$ cat config.mk
export PLATFORM = sky130hd
export DESIGN_NAME = freq_sweep_ctrl
export DESIGN_NICKNAME = d
export VERILOG_FILES = /design/src/rtl/ddfs_pkg.sv /design/src/rtl/sweep_dwell_timer.sv /design/src/rtl/freq_sweep_ctrl.sv
export SDC_FILE = /design/constraint.sdc
export NUM_CORES = 1
export LEC_CHECK = 0
export BUFFER_PORTS_ARGS = -buffer_cell sky130_fd_sc_hd__buf_2
export CAP_MARGIN = 20
export CORE_MARGIN = 2
export CORE_UTILIZATION = 35
export CTS_CLUSTER_SIZE = 40
export DETAILED_ROUTE_END_ITERATION = 8
export GPL_ROUTABILITY_DRIVEN = 1
export GPL_TIMING_DRIVEN = 0
export PLACE_DENSITY = 0.6
export SYNTH_ARGS = -nofsm -noshare
export SYNTH_HDL_FRONTEND = slang
export SYNTH_SLANG_ARGS = --single-unit
$ cat constraint.sdc
create_clock -name clk -period 4.7 [get_ports clk]
set_input_delay 0.47 -clock clk [delete_from_list [all_inputs] [get_ports clk]]
set_output_delay 0.47 -clock clk [all_outputs]
set_load 0.02 [all_outputs]
$ cat src/rtl/ddfs_pkg.sv
// Shared definitions for the DDFS sweep, frequency select and converter blocks.
package ddfs_pkg;

   localparam int FREQ_W       = 23;
   localparam int DEF_MIN_FREQ = 1;
   localparam int DEF_MAX_FREQ = 2500000;

   typedef enum logic [1:0] {
      ST_IDLE   = 2'd0,
      ST_DWELL  = 2'd1,
      ST_STEP   = 2'd2,
      ST_FINISH = 2'd3
   } sweep_state_e;

endpackage

$ cat src/rtl/sweep_dwell_timer.sv
// Down-counter that measures the dwell time at one sweep frequency.
module sweep_dwell_timer (
   input  logic        clk,
   input  logic        rst_n,
   input  logic        load,
   input  logic [31:0] load_val,
   input  logic        count,
   output logic        expire
);

   logic [31:0] cnt_d;
   logic [31:0] cnt_q;

   always_comb begin
      cnt_d = cnt_q;
      if (load) begin
         cnt_d = load_val;
      end else if (count && (cnt_q != 32'd0)) begin
         cnt_d = cnt_q - 32'd1;
      end
   end

   // Expire marks the last counting cycle so the caller can leave on the next edge.
   assign expire = count && !load && (cnt_q == 32'd1);

   always_ff @(posedge clk) begin
      if (!rst_n) begin
         cnt_q <= '0;
      end else begin
         cnt_q <= cnt_d;
      end
   end

endmodule

$ cat src/rtl/freq_sweep_ctrl.sv
// Frequency sweep controller: steps the DDFS command frequency from start to stop,
// holding each value for max(dwell,1) cycles, single-shot or continuous.
module freq_sweep_ctrl
   import ddfs_pkg::*;
#(
   parameter int CLK_FREQ = 200000000,
   parameter int MAX_FREQ = DEF_MAX_FREQ,
   parameter int MIN_FREQ = DEF_MIN_FREQ
) (
   input  logic              clk,
   input  logic              rst_n,
   input  logic              start,
   input  logic              abort,
   input  logic              cont,
   input  logic [FREQ_W-1:0] start_freq,
   input  logic [FREQ_W-1:0] stop_freq,
   input  logic [FREQ_W-1:0] step,
   input  logic [31:0]       dwell,
   output logic [FREQ_W-1:0] freq_C2,
   output logic              freq_valid,
   output logic              busy,
   output logic              done,
   output logic              err
);

   localparam logic [FREQ_W-1:0] MIN_F = FREQ_W'(MIN_FREQ);
   localparam logic [FREQ_W-1:0] MAX_F = FREQ_W'(MAX_FREQ);

   if ((CLK_FREQ < 1) || (MIN_FREQ < 1) || (MAX_FREQ < MIN_FREQ)) begin : g_bad_cfg
      $error("freq_sweep_ctrl: inconsistent frequency parameters");
   end

   // Next sweep point on 24 bits, clamped to the stop frequency once it is passed.
   function automatic logic [FREQ_W-1:0] next_freq(
      input logic [FREQ_W-1:0] cur,
      input logic [FREQ_W-1:0] stp,
      input logic [FREQ_W-1:0] stop,
      input logic              up
   );
      logic [FREQ_W:0] sum;
      if (up) begin
         sum = {1'b0, cur} + {1'b0, stp};
         if (sum > {1'b0, stop}) return stop;
      end else begin
         sum = {1'b0, cur} - {1'b0, stp};
         if (sum[FREQ_W] || (sum < {1'b0, stop})) return stop;
      end
      return sum[FREQ_W-1:0];
   endfunction

   sweep_state_e      state_d, state_q;
   logic [FREQ_W-1:0] freq_d, freq_q;
   logic [FREQ_W-1:0] start_l_d, start_l_q;
   logic [FREQ_W-1:0] stop_l_d, stop_l_q;
   logic [FREQ_W-1:0] step_l_d, step_l_q;
   logic [31:0]       dwell_l_d, dwell_l_q;
   logic              cont_d, cont_q;
   logic              up_d, up_q;
   logic              valid_d, valid_q;
   logic              busy_d, busy_q;
   logic              done_d, done_q;
   logic              err_d, err_q;

   logic              cfg_ok;
   logic [31:0]       dwell_sel;
   sweep_state_e      hold_st;
   logic              tmr_load;
   logic              tmr_expire;

   assign cfg_ok = (start_freq >= MIN_F) && (start_freq <= MAX_F) &&
                   (stop_freq >= MIN_F) && (stop_freq <= MAX_F) && (step != '0);

   // The timer covers the hold minus the STEP cycle; a one-cycle hold skips DWELL.
   assign dwell_sel = (state_q == ST_IDLE) ? dwell : dwell_l_q;
   assign hold_st   = (dwell_sel <= 32'd1) ? ST_STEP : ST_DWELL;

   sweep_dwell_timer u_dwell_timer (
      .clk      (clk),
      .rst_n    (rst_n),
      .load     (tmr_load),
      .load_val (dwell_sel - 32'd1),
      .count    (state_q == ST_DWELL),
      .expire   (tmr_expire)
   );

   always_comb begin
      state_d   = state_q;
      freq_d    = freq_q;
      start_l_d = start_l_q;
      stop_l_d  = stop_l_q;
      step_l_d  = step_l_q;
      dwell_l_d = dwell_l_q;
      cont_d    = cont_q;
      up_d      = up_q;
      valid_d   = 1'b0;
      done_d    = 1'b0;
      err_d     = 1'b0;
      tmr_load  = 1'b0;
      case (state_q)
         ST_IDLE: begin
            if (start) begin
               if (cfg_ok) begin
                  start_l_d = start_freq;
                  stop_l_d  = stop_freq;
                  step_l_d  = step;
                  dwell_l_d = dwell;
                  cont_d    = cont;
                  up_d      = (stop_freq >= start_freq);
                  freq_d    = start_freq;
                  valid_d   = 1'b1;
                  tmr_load  = 1'b1;
                  state_d   = hold_st;
               end else begin
                  err_d = 1'b1;
               end
            end
         end
         ST_DWELL: begin
            if (abort) begin
               state_d = ST_IDLE;
            end else if (tmr_expire) begin
               state_d = ST_STEP;
            end
         end
         ST_STEP: begin
            if (abort) begin
               state_d = ST_IDLE;
            end else if ((freq_q == stop_l_q) && !cont_q) begin
               state_d = ST_FINISH;
               done_d  = 1'b1;
            end else begin
               freq_d   = (freq_q == stop_l_q) ? start_l_q
                        : next_freq(freq_q, step_l_q, stop_l_q, up_q);
               valid_d  = 1'b1;
               tmr_load = 1'b1;
               state_d  = hold_st;
            end
         end
         default: state_d = ST_IDLE;
      endcase
      busy_d = (state_d != ST_IDLE);
   end

   always_ff @(posedge clk) begin
      if (!rst_n) begin
         state_q   <= ST_IDLE;
         freq_q    <= MIN_F;
         start_l_q <= '0;
         stop_l_q  <= '0;
         step_l_q  <= '0;
         dwell_l_q <= '0;
         cont_q    <= 1'b0;
         up_q      <= 1'b0;
         valid_q   <= 1'b0;
         busy_q    <= 1'b0;
         done_q    <= 1'b0;
         err_q     <= 1'b0;
      end else begin
         state_q   <= state_d;
         freq_q    <= freq_d;
         start_l_q <= start_l_d;
         stop_l_q  <= stop_l_d;
         step_l_q  <= step_l_d;
         dwell_l_q <= dwell_l_d;
         cont_q    <= cont_d;
         up_q      <= up_d;
         valid_q   <= valid_d;
         busy_q    <= busy_d;
         done_q    <= done_d;
         err_q     <= err_d;
      end
   end

   assign freq_C2    = freq_q;
   assign freq_valid = valid_q;
   assign busy       = busy_q;
   assign done       = done_q;
   assign err        = err_q;

endmodule

======== Word level (Yosys, flattened, before mapping) ========
Index checks and enable logic that the tools add are counted.
Widths: inputs -> output; s select.
word-level totals
  memories ................................ 0
  word-level logic and storage cells ...... 91
  register bits ........................... 164
  bits in read-only memories .............. 0
  latch bits .............................. 0
  output and inout bits ................... 27
  bits of input ports ..................... 106
  RAM bits ................................ 0
cells by class
  shift-type cells ........................ 0
  multiplexer cells ....................... 35
  multipliers ............................. 0
  div/mod/pow operators ................... 0
  bitwise operators ....................... 2
  $lt $le $gt $ge ......................... 8
  reductions and logical operators ........ 21
  $add $sub $neg .......................... 4
  equal/unequal tests ..................... 8
operator list
  cell                   number
  $mux 23                10
  $mux 32                3
  $sub 32x1->32 const B  2
  $ge 23x1->1 const B    2
  $le 23x22->1 const B   2
  $pmux 23 s2            1
  $eq 32x1->1 const B    1
  $le 32x1->1 const B    1
  $reduce_bool 32->1     1
  $add 23x23->24         1
  $gt 24x23->1           1
  $lt 24x23->1           1
  $sub 23x23->24         1
  $eq 23x23->1           1
  $ge 23x23->1           1
  $reduce_bool 23->1     1
  $mux 2                 7
  $mux 1                 12
  $logic_and 1x1->1      8
  $ne 2x2->1 const B     4
  $pmux 2 s3             1
  $reduce_and 3->1       2
  $reduce_bool 2->1      3
  $reduce_and 5->1       1
  other kinds (8)        10

======== Longest topological paths before layout ========
  depth in word-level cells ............... 15
  depth in mapped cells ................... 23
  depth with buffers taken out ............ 21

======== By module ========
Synthesis repeated with hierarchy kept, for this count alone.
second synthesis, totals
  cells, all modules ...................... 1714
  area total of the unflattened synthesis .. 13633.1 um^2
modules (own cells, without submodules)
  module             times used  area an instance (um^2)  cells each
  freq_sweep_ctrl    1           11502.3                  1466
  sweep_dwell_timer  1           2130.8                   248

======== Least setup slack after synthesis ========
Ideal clock, no wire load.
  path kind ............................... flip-flop to flip-flop
  start point ............................. register freq_q[0] (netlist: freq_C2[0])
  end point ............................... register freq_q[8] (netlist: freq_C2[8])
  buffers on the path ..................... 2
  path slack .............................. 312 ps
  cell stages (with the launch flop) ...... 23
  arrival ................................. 4262 ps
  period minus slack after synthesis ...... 4388 ps
  cell sequence ........................... dfxtp_1 -> inv_1 -> ha_1 -> inv_1 -> fa_1 -> a211oi_2 -> o21ai_1 -> a311oi_2 -> nor3_1 -> o41ai_2 -> o31ai_1 -> xor2_1 -> ha_1 -> nand4_1 -> a311o_1 -> a21oi_1 -> o21ai_0 -> or2_2 -> buf_2 -> nand2_2 -> buf_4 -> mux2i_1 -> a21oi_1
between the ends
  longest elaborated chain between the ends .. 13
ends and longest elaborated chain
  item                      RTL line                RTL
  start: declaration        freq_sweep_ctrl.sv:52   logic [FREQ_W-1:0] freq_d, freq_q;
  start signal: assignment  freq_sweep_ctrl.sv:160  freq_q <= freq_d;
  $sub 23x23->24            freq_sweep_ctrl.sv:45   sum = {1'b0, cur} - {1'b0, stp};
  $lt 24x23->1              freq_sweep_ctrl.sv:46   if (sum[FREQ_W] || (sum < {1'b0, stop})) return stop;
  $logic_or 1x1->1          freq_sweep_ctrl.sv:46
  $mux 1                    freq_sweep_ctrl.sv:46
  $mux 1                    freq_sweep_ctrl.sv:41   if (up) begin
  $mux 1                    freq_sweep_ctrl.sv:128  end else if ((freq_q == stop_l_q) && !cont_q) begin
  $mux 1                    freq_sweep_ctrl.sv:126  if (abort) begin
  $mux 1                    freq_sweep_ctrl.sv:99   case (state_q)
  $mux 23                   freq_sweep_ctrl.sv:48   return sum[FREQ_W-1:0];
  $mux 23                   freq_sweep_ctrl.sv:132  freq_d = (freq_q == stop_l_q) ? start_l_q
  $mux 23                   freq_sweep_ctrl.sv:128
  $mux 23                   freq_sweep_ctrl.sv:126
  $pmux 23 s2               freq_sweep_ctrl.sv:99
Parallel ways exist; a longest one is shown, timed or not. The select of a mux whose other input is x is not followed.
A chain may end at the register's enable or synchronous reset.

======== Worst setup path in the final report ========
  start point ............................. register freq_q[0] (netlist: freq_C2[0])
  end point ............................... register freq_q[11] (netlist: freq_C2[11])
The elaborated chain is that of the path after synthesis.

==> summary.md <==
| Metric | Value |
|---|---|
| Final WS setup | 0.102 ns |
| Footprint of the multi-input gates | between 9000 and 10000 um2 |
| Port bufs | 132 |
| Synthesized Nets | 2003 |
| Most common cell in the netlist | nand2_1 |
| R2R Path Start | freq_C2[0] |
| Initial antenna violation count | 0 |
| Crit-path cells | inv_1 > ha_1 > inv_1 > fa_2 > a211oi_2 > o21ai_2 > a311oi_2 > buf_4 > nor3_2 > o41ai_2 > buf_4 > o31ai_2 > xor2_1 > ha_2 > nand4_1 > a311o_1 > a21oi_2 > o21ai_2 > or2_4 > a2111oi_4 > a41oi_2 > a31oi_1 |
| Final instance area | 15700 um2 |
| Flop2flop setup slack | 0.10 ns |
| Status | finished clean |
| Vias per cell | ~5.7 |
| Syn avg cell area | approximately 7.4 um2 |
| Die area | 39300 um2 |
| Layout Area Growth over Synthesis | 19.0% |
| Min Tclk post-route | around 4.6 ns |
| Largest net degree at the start of global routing | 20 |
| Clk_lat worst skew | 0.45 ns |
| Unrepaired setup endpoints after global routing | true |
| Hold Slack | around 0.26 ns |
| Critical Path End | freq_C2[11] |
| Placed Cells incl. Taps | 2420 |
| Final core utilization | between 40 and 50% |
| Initial core utilization | 35.3% |
| Die Ht | approximately 200 um |
| Final Hold Viols | 0 |
| CP arrival | approximately 5 ns |
| Initial DRT Pass Iterations | 5 |
| Cell Area, Synth | 13200 um2 |
| Final Skew | 0.0133 ns |
| Non-Filler Instances | 2473 |
| Post-synth EDFFs | 0 |
| Post-synth top area cell | dfxtp_1 |
| Top cell type's share of synthesized area | 24.9% |
| Crit share post-route | a little over nine tenths |
| Num CTS Buffers | 17 |
| FF/Latch Area | approximately 3300 um2 |
| Cells after synthesis | 1777 |
| Hold crit path type | primary input to register |
| Largest stage delay on the critical path | 0.42 ns |
| Via count | 14000 |
| H-Tree Depth | 4 |
| Reg clk slew, reported paths | 0.07 ns |
| Critical Path Start Type | register |
| Synth Register Bits | between 150 and 200 |
| Slew HR | 35.8% |
| Final setup violation count | 0 |
| Reg-to-Reg End | freq_C2[11] |
| Pwr Density | 279 nW/um2 |
| Hold_buf cts | 0 |
| Antenna Cells | 0 |
| CTS Sinks | 164 |
| WL per Instance | 20.9 um |
| Most area-consuming cells after synthesis | dfxtp_1 (25%), ha_1 (11%), a21oi_1 (8.0%) |
| YS warnings | 0 |
| Crit path launch | freq_C2[0] |
| Global placement routability congestion | 0.971 |
| Die width | about 200 um |
| Number of global-route vias before repair | 13200 |
| Yosys cell types | 92 |
| I/O pins | ~130 |
| Max-slew violations | 0 |
| Max clock buf depth | 2 |
| Async S/R FF share, synth | 0% |
| Cell at the slowest stage of the critical path | a2111oi_4 |
| Clk root buf | clkbuf_16 |
| Max VDD drop | 0.264 mV |
| Fmax | approximately 220 MHz |
| Antenna Violating Nets Remaining | 0 |
| Core area | 37400 um2 |
| Crit path max fanout | 5 |
| CTS tree | built |
| Post-DP HPWL | 40.6 mm |
| Fillers | about 3900 |
| Total wire length | 51.7 mm |
| DRT iter0 DRCs | 1232 |
| Layout cells sized above 1 | 17.3% |
| Critical Path RT | 5.08 ns |
| Total Nets Final | between 2000 and 2500 |
| Sequential area share after synthesis | about a quarter |
| Total global routing overflow | 0 |
| Ys flop type | dfxtp_1 |
| Place WS | -0.826 ns |
| DRC | 0 |
| Rows | 71 |
| R2R depth | 22 |
| Dpl cell area | between 10000 and 15000 um2 |
| GRT Util Overall | 26.0% |
| Crit path kind | register to register |
| Leak | 6.39 nW |
| Max_cap viols | 0 |
| List of most frequent post-synthesis cells | nand2_1 (256), a21oi_1 (210), dfxtp_1 (164) |
| Worst Tran Pin Value | around 0.96 ns |
| First-pass GRT wire length | 77.5 mm |
| CP Capture Type | register |
==> cell usage in the layout (no fill, tap or decap), types with 18 or more instances in the layout <==
master | Yosys | routed
a21o_1 | 20 | 20
nor3_1 | 78 | 72
nand2_1 | 256 | 256
xor2_1 | 42 | 42
or3_1 | 20 | 20
buf_4 | 4 | 27
clkbuf_16 | 0 | 18
ha_1 | 118 | 115
inv_1 | 93 | 93
clkbuf_1 | 43 | 39
nand4_1 | 22 | 22
xnor2_1 | 77 | 76
o21ai_0 | 68 | 59
nor4_1 | 40 | 37
nand3_1 | 28 | 27
a21oi_1 | 210 | 205
dfxtp_1 | 164 | 150
buf_2 | 40 | 170
nor2_1 | 137 | 133
mux2i_1 | 36 | 34
==> cell families after synthesis <==
group / share of synthesized area (%)
AOI/OAI and AO/OA: 22.6
xor gates and xnor gates: 7.89
adders and majority gates: 11.5
buffers and inverters: 6.13
DFF: 24.9
muxes: 2.81
and+or+nand+nor: 24.2
==> how the worst min path moves through the flow <==
stage | startpoint | end | slack [ns] | depth (start not counted)
final | step[6] | step_l_q[6] | 0.26 | 3
after global routing | step[6] | step_l_q[6] | 0.26 | 3
after CTS | dwell[30] | dwell_l_q[30] | 0.26 | 3
after detailed placement | start_l_q[19] | start_l_q[19] | 0.45 | 2
after global placement | start_l_q[16] | start_l_q[16] | 0.44 | 2
after floorplan | start_l_q[16] | start_l_q[16] | 0.43 | 2
==> flip-flops by register name, summed over array words and instances (netlist names), 2 cells and up <==
signal and flops:
start_l_q 23, dwell_l_q 32, freq_C2 23, stop_l_q 23, step_l_q 23, u_dwell_timer.cnt_q 32
state_q 2
==> through the flow <==
stage / TNS (ns) / total power, W
final: 0 / 0.00439
after global routing: -0.821 / 0.00458
after global placement: -13.71 / 0.00268
after detailed placement: -14.44 / 0.00269
after floorplan: 0 / 0.00230
after CTS: 0 / 0.00426
==> worst max-delay path, delay by kind of cell (launching register included) <==
family | cells | cell delay, ns
XOR/XNOR | 1 | 0.17
flip-flops | 1 | 0.38
AO/OA/AOI/OAI | 11 | 2.15
adder cells (fa/ha/maj) | 3 | 0.88
AND/OR/NAND/NOR | 3 | 0.48
buffers and inverters | 4 | 0.46
==> cell type report <==
cell class              instances  area share [%]
multi-input cells            1419            60.4
plain buffers                  94            2.94
well taps                     511            4.07
repair buffers                157            5.51
inverters                      96            2.29
clock inverters                11           0.732
clock buffers                  21            2.99
flip-flops and latches        164            21.1
==> per-layer routing <==
metal | vias up | wire (um) | global-route usage [%]
met5 | - | 44 | 0
met4 | 2 | 1920 | 10.9
met3 | 95 | 3130 | 3.61
met2 | 517 | 24900 | 44.2
met1 | 6737 | 21800 | 32.9
li1 | 6675 | - | -
==> power by group <==
group,switching (W),internal (W)
Clock,0.000670,0.000785
Sequential,0.0000439,0.00142
Combinational,0.000850,0.000621
Total,0.00156,0.00283
==> timing repair <==
item / 4_1_cts / 5_1_grt
gates resized for setup: 48 / 69
setup endpoints to repair: 26 / 23
endpoints found under the hold margin: 0 / 0
buffers inserted: 16 / 7
pin swaps: 13 / 27
gates cloned: 0 / 2
Power figures use the tool's default switching activity.
